===== config.mk =====
export PLATFORM = sky130hd
export DESIGN_NAME = rv32i_uart_tx
export DESIGN_NICKNAME = d
export VERILOG_FILES = /design/src/rtl/rv32i_uart_tx_pkg.sv /design/src/rtl/rv32i_uart_tx_sync_fifo.sv /design/src/rtl/rv32i_uart_tx.sv
export SDC_FILE = /design/constraint.sdc
export NUM_CORES = 1
export LEC_CHECK = 0
export ABC_AREA = 0
export ABC_CLOCK_PERIOD_IN_PS = 6050
export BUFFER_PORTS_ARGS = -buffer_cell sky130_fd_sc_hd__buf_4
export CORE_MARGIN = 1.5
export CORE_UTILIZATION = 56
export DETAILED_ROUTE_END_ITERATION = 16
export PLACE_DENSITY = 0.78
export REMOVE_ABC_BUFFERS = 1
export SYNTH_ARGS = -nofsm -noshare
export SYNTH_HDL_FRONTEND = slang
export SYNTH_SLANG_ARGS = --single-unit

===== constraint.sdc =====
create_clock -name clk -period 6.05 [get_ports clk]
set_input_delay 0.3025 -clock clk [delete_from_list [all_inputs] [get_ports clk]]
set_output_delay 0.3025 -clock clk [all_outputs]
set_load 0.03 [all_outputs]

===== src/rtl/rv32i_uart_tx_pkg.sv =====
// rv32i_uart_tx_pkg: register offsets, TX FSM states and STATUS packing for the UART transmitter
package rv32i_uart_tx_pkg;
  localparam logic [1:0] UART_TXDATA_OFF = 2'd0;
  localparam logic [1:0] UART_STATUS_OFF = 2'd1;
  localparam logic [1:0] UART_CTRL_OFF   = 2'd2;

  typedef enum logic [1:0] {UTX_IDLE, UTX_START, UTX_DATA, UTX_STOP} uart_tx_state_e;

  function automatic logic [31:0] uart_status_word(input logic full, input logic empty,
                                                   input logic active, input logic ovf,
                                                   input logic [4:0] cnt);
    return {23'd0, cnt, ovf, active, empty, full};
  endfunction
endpackage


===== src/rtl/rv32i_uart_tx_sync_fifo.sv =====
// sync_fifo: first-word-through FIFO; drops pushes when full, flush beats push and pop
module sync_fifo #(
  parameter int WIDTH = 8,
  parameter int DEPTH = 16
) (
  input  logic                       clk,
  input  logic                       reset_n,
  input  logic                       push,
  input  logic                       pop,
  input  logic                       flush,
  input  logic [WIDTH-1:0]           din,
  output logic [WIDTH-1:0]           dout,
  output logic                       full,
  output logic                       empty,
  output logic [$clog2(DEPTH):0]     count
);
  localparam int AW = $clog2(DEPTH);
  localparam int CW = AW + 1;
  logic [WIDTH-1:0] mem [DEPTH];
  logic [AW-1:0] wp, rp;
  logic do_push, do_pop;
  assign full    = count == CW'(DEPTH);
  assign empty   = count == '0;
  assign do_push = push & ~full & ~flush;
  assign do_pop  = pop & ~empty & ~flush;
  assign dout    = mem[rp];
  // pointers and occupancy; flush empties the FIFO at the edge
  always_ff @(posedge clk) begin
    if (!reset_n || flush) begin
      wp    <= '0;
      rp    <= '0;
      count <= '0;
    end else begin
      wp    <= wp + AW'(do_push);
      rp    <= rp + AW'(do_pop);
      count <= count + CW'(do_push) - CW'(do_pop);
    end
  end
  // storage, written only by accepted pushes
  always_ff @(posedge clk) begin
    if (do_push) mem[wp] <= din;
  end
endmodule


===== src/rtl/rv32i_uart_tx.sv =====
// rv32i_uart_tx: memory-mapped 8N1 UART transmitter with TX FIFO on the core's store bus
module rv32i_uart_tx #(
  parameter logic [31:0] BASE_ADDR    = 32'h1000_0000,
  parameter int          CLKS_PER_BIT = 434,
  parameter int          FIFO_DEPTH   = 16
) (
  input  logic        clk,
  input  logic        reset_n,
  input  logic [31:0] bus_addr,
  input  logic [31:0] bus_wdata,
  input  logic [3:0]  bus_be,
  input  logic        bus_we,
  output logic [31:0] bus_rdata,
  output logic        txd,
  output logic        irq
);
  import rv32i_uart_tx_pkg::*;
  localparam int CW = $clog2(FIFO_DEPTH) + 1;
  localparam int BW = $clog2(CLKS_PER_BIT);
  localparam logic [BW-1:0] BAUD_LOAD = BW'(CLKS_PER_BIT - 1);
  uart_tx_state_e state;
  logic [BW-1:0] baud;
  logic [2:0] bit_idx;
  logic [7:0] shift, dout;
  logic [CW-1:0] count;
  logic sel, wr, push, pop, flush, ctrl_wr, ovf_clr, full, empty;
  logic tx_en, irq_en, overflow, tx_active, bit_end;
  logic [1:0] off;
  logic [31:0] status;
  logic unused_bits;
  assign unused_bits = ^{bus_addr[1:0], bus_wdata[31:8], bus_be[3:1]};
  assign sel       = bus_addr[31:4] == BASE_ADDR[31:4];
  assign off       = bus_addr[3:2];
  assign wr        = bus_we & sel;
  assign push      = wr & (off == UART_TXDATA_OFF) & bus_be[0];
  assign ctrl_wr   = wr & (off == UART_CTRL_OFF) & bus_be[0];
  assign flush     = ctrl_wr & bus_wdata[1];
  assign ovf_clr   = wr & (off == UART_STATUS_OFF) & bus_wdata[3];
  assign tx_active = state != UTX_IDLE;
  assign bit_end   = baud == '0;
  assign pop       = tx_en & ~empty & ~flush & ((state == UTX_IDLE) | ((state == UTX_STOP) & bit_end));
  assign status    = uart_status_word(full, empty, tx_active, overflow, 5'(count));
  assign irq       = irq_en & empty & ~tx_active;
  assign bus_rdata = !sel ? 32'd0 :
                     off == UART_STATUS_OFF ? status :
                     off == UART_CTRL_OFF ? {29'd0, irq_en, 1'b0, tx_en} : 32'd0;

  sync_fifo #(.WIDTH(8), .DEPTH(FIFO_DEPTH)) u_fifo (
    .clk     (clk),
    .reset_n (reset_n),
    .push    (push),
    .pop     (pop),
    .flush   (flush),
    .din     (bus_wdata[7:0]),
    .dout    (dout),
    .full    (full),
    .empty   (empty),
    .count   (count)
  );

  // CTRL bits and sticky overflow; a same-cycle set beats the clear
  always_ff @(posedge clk) begin
    if (!reset_n) begin
      tx_en    <= 1'b1;
      irq_en   <= 1'b0;
      overflow <= 1'b0;
    end else begin
      if (ctrl_wr) begin
        tx_en  <= bus_wdata[0];
        irq_en <= bus_wdata[2];
      end
      overflow <= (push & full) | (overflow & ~ovf_clr);
    end
  end

  // TX FSM with baud counter; txd is registered from the current state so it trails the state by a cycle
  always_ff @(posedge clk) begin
    if (!reset_n) begin
      state   <= UTX_IDLE;
      baud    <= '0;
      bit_idx <= '0;
      shift   <= '0;
      txd     <= 1'b1;
    end else begin
      txd <= state == UTX_START ? 1'b0 : state == UTX_DATA ? shift[0] : 1'b1;
      case (state)
        UTX_IDLE:
          if (pop) begin
            shift   <= dout;
            bit_idx <= '0;
            baud    <= BAUD_LOAD;
            state   <= UTX_START;
          end
        UTX_START:
          if (bit_end) begin
            baud  <= BAUD_LOAD;
            state <= UTX_DATA;
          end else baud <= baud - BW'(1);
        UTX_DATA:
          if (bit_end) begin
            baud    <= BAUD_LOAD;
            shift   <= shift >> 1;
            bit_idx <= bit_idx + 3'd1;
            state   <= bit_idx == 3'd7 ? UTX_STOP : UTX_DATA;
          end else baud <= baud - BW'(1);
        UTX_STOP:
          if (bit_end) begin
            if (pop) begin
              shift   <= dout;
              bit_idx <= '0;
              baud    <= BAUD_LOAD;
              state   <= UTX_START;
            end else state <= UTX_IDLE;
          end else baud <= baud - BW'(1);
        default: state <= UTX_IDLE;
      endcase
    end
  end
endmodule


==> summary.txt <==
Placed design
  • Port bufs: 52
  • Routability Congestion: 0.861
  • Post-DP HPWL: 10.1 mm
  • Placed cells: 722

Setup path
  • WP data required: 6.35 ns
  • Crit path max fanout: 8
  • Worst Setup End Kind: flop
  • Reg-to-reg setup timing slack: 2.44 ns
  • CP peak stage delay: 0.49 ns
  • Type of origin of the critical path: flop
  • Worst path arrival time: 3.91 ns
  • WP buf/inv: 4
  • CP Class: reg2reg
  • Most used cell, CP: inv_1
  • RR Startpoint: baud[0]
  • Crit-path slowest cell: or4b_4
  • Reg-to-Reg End: u_fifo.count[4]
  • Ordered cell list for the critical path: inv_1, ha_1, or4b_4, nor3_1, a21oi_1, nor3_1, ha_1, inv_1, ha_1, inv_1, fa_1, inv_1, a21oi_1, nor2_1, or3_1, a21oi_1
  • Worst r2r path cells: 16
  • Top Family by Delay on Critical Path: simple AND/OR/NAND/NOR gates

Logic synthesis
  • Synth top area share: 0.516
  • Number of synthesized flops with an enable pin: 128
  • Mean Syn Cell Area: 14.4 um2
  • Cell count after synthesis: 517
  • Fraction of registers with async set or reset after synthesis: 0
  • Cell taking the most area after synthesis: edfxtp_1
  • Most numerous cell in the Yosys netlist: edfxtp_1
  • Dominant cells by area after synthesis: edfxtp_1, dfxtp_1, mux4_2, ha_1, buf_4
  • Syn Std Cell Area: 0.00745 mm2
  • Synth cell types: 61
  • Ys flop type: edfxtp_1
  • Synth warn: 0
  • Most frequent cells after synthesis: edfxtp_1, dfxtp_1, nor2_1
  • Flops & latches, synth: 167
  • Seq/Total Area, Yosys: 0.621

Cells and area
  • Share of layout cells above drive strength 1: 0.259
  • Final layout net count: 660
  • Layout Cells excl Fill: 754
  • Area Growth Syn to Fin: 14.0%
  • # diodes: 0

STA
  • Endpoints failing setup: 0
  • Skew final: 0.0171 ns
  • Setup TNS: 0 ns
  • Final hold vios: 0
  • Final Max Slew Viols: 0
  • RSZ-0062 raised after global routing: false
  • Slew HR: 0.417
  • WHS: 0.179 ns
  • Final min period: 3.61 ns
  • Slew @ Worst Pin: 0.871 ns
  • F_max: 277 MHz
  • Final critical-path share of the clock period: 0.597

Global route
  • Largest net degree at the start of global routing: 34
  • First-pass GRT wire length: 24.3 mm
  • Initial antenna violation count: 0
  • Vias in the first global route: 4569
  • Remaining global-route overflow: 0
  • GR Util All Layers: 0.233

Pwr
  • Logic gate share of total power: 0.310
  • Max IR drop VDD: 0.000368 V
  • PD cells: 418 mW/mm2
  • Clock Power Share: 0.299
  • Pint: 2390 uW
  • Switching power: 1160 uW
  • Switching Fraction: 0.327
  • Sequential share of power: 0.391
  • Leak: 0.00296 uW
  • Pwr Total: 3550 uW

CTS
  • H-tree level count: 4
  • Hold_buf cts: 0
  • CTS sink cnt: 167
  • CTS tree: yes
  • Bufs on Longest Clock Path: 2
  • Post-CTS sizing: 0
  • Post-CTS Setup Inserts: 0
  • CTS Buf Count: 17
  • Reg clk slew, reported paths: 0.07 ns
  • Root buffer cell: clkbuf_16
  • Clk_lat worst skew: 0.43 ns

Detailed routing
  • Final wirelength: 15.5 mm
  • First-pass DRT Iterations: 6
  • Drt initial violations: 550
  • Final ANT Viol Nets: 0
  • Via count: 4570
  • DR WL/cell: 20.6 um
  • Drc violations: 0
  • Drt via density: 6.06

Floorplan
  • Io pins: 105
  • FP Rows: 41
  • Core area: 0.0128 mm2
  • Initial core utilization: 0.581
  • Die height: 118 um
  • Die W: 118 um
  • Die ar.: 0.0140 mm2

Hold path
  • Hold worst-path end: u_fifo.mem[15][6]
  • Hold crit path type: in2reg
  • Worst Min Path Start: bus_wdata[6]
  • Hold depth: 1

Job
  • Maxcap violations: 0

Run status
  • Status: finished clean
## power by group through the flow
| stage | registers, uW | logic (uW) | clock network [uW] |
|---|---|---|---|
| finish | 1390 | 1100 | 1060 |
| CTS | 1390 | 1100 | 1080 |
| global placement | 1410 | 1050 | 0 |
| floorplan | 1440 | 793 | 0 |
| global route | 1400 | 1210 | 1120 |
| detailed placement | 1410 | 1090 | 0 |
## worst max-delay path by stage
stage | from | endpoint | depth (start not counted)
floorplan | baud[0] | u_fifo.count[4] | 16
global placement | baud[0] | u_fifo.count[4] | 16
global route | baud[0] | u_fifo.count[4] | 16
CTS | baud[0] | u_fifo.count[4] | 16
detailed placement | baud[0] | u_fifo.count[4] | 16
finish | baud[0] | u_fifo.count[4] | 16
## cell families (layout without fill, tap and decap cells)
group                    after synthesis  after routing  synth area share
multiplexers                          38             38             0.107
XOR/XNOR                               7              7           0.00823
AO/OA/AOI/OAI                         85             85            0.0860
adder cells (fa/ha/maj)               20             20            0.0346
AND/OR/NAND/NOR                      136            136            0.0981
buffers and inverters                 63            106            0.0450
other                                  1             23          0.000503
flip-flops                           167            167             0.621
## worst register-to-register path: stages (launching register included)
cell and delay [ns]:
dfxtp_1 0.39, inv_1 0.12, ha_1 0.16, or4b_4 0.49, nor3_1 0.41, a21oi_1 0.16, nor3_1 0.34, ha_1 0.31
inv_1 0.06, ha_1 0.16, inv_1 0.06, fa_1 0.40, inv_1 0.08, a21oi_1 0.06, nor2_1 0.12, or3_1 0.12
a21oi_1 0.05
## layer usage
metal,up-vias,part of all wire,wire (um),track usage
met5,-,0,0,0
met1,2252,0.40,6200,0.284
met3,22,0.067,1050,0.0618
met4,0,0.021,329,0.111
met2,206,0.51,7950,0.386
li1,2090,-,-,-
## metrics by stage
step                utilization  worst slack, ns  instance area [um2]
CTS                       0.662             2.46                 8490
detailed placement        0.617             2.49                 7910
global placement          0.617             2.53                 7910
global route              0.662             2.18                 8490
finish                    0.662             2.44                 8490
floorplan                     -             2.95                 7260
## layout by cell type, fill, tap and decap left out, types with 6 or more instances in the layout
cell type,netlist,routed
mux4_2,33,33
nor3_1,20,20
a22oi_1,12,12
clkbuf_16,0,17
nor2_1,35,35
a21oi_1,21,21
buf_4,23,58
inv_1,16,16
conb_1,1,23
o21ai_0,10,10
nand2_1,17,17
o221a_2,11,11
dfxtp_1,39,38
ha_1,19,19
edfxtp_1,128,128
nor4_1,7,7
and3_1,6,6
nand3_1,13,13
nand3b_1,6,6
## layout make-up
type / instances / area, um2
flip-flops and latches: 167 / 4630
fillers: 888 / 4330
multi-input cells: 309 / 2570
repair buffers: 58 / 435
clock buffers: 17 / 425
well taps: 172 / 215
clock inverters: 15 / 160
inverters: 16 / 60.1
## registers in the layout, indices dropped and copies added, names as in the netlist
signal / cells
baud: 9
bit_idx: 3
irq_en: 1
overflow: 1
shift: 8
state: 2
tx_en: 1
txd: 1
u_fifo.count: 5
u_fifo.mem: 128
u_fifo.rp: 4
u_fifo.wp: 4
Power figures use the tool's default switching activity.
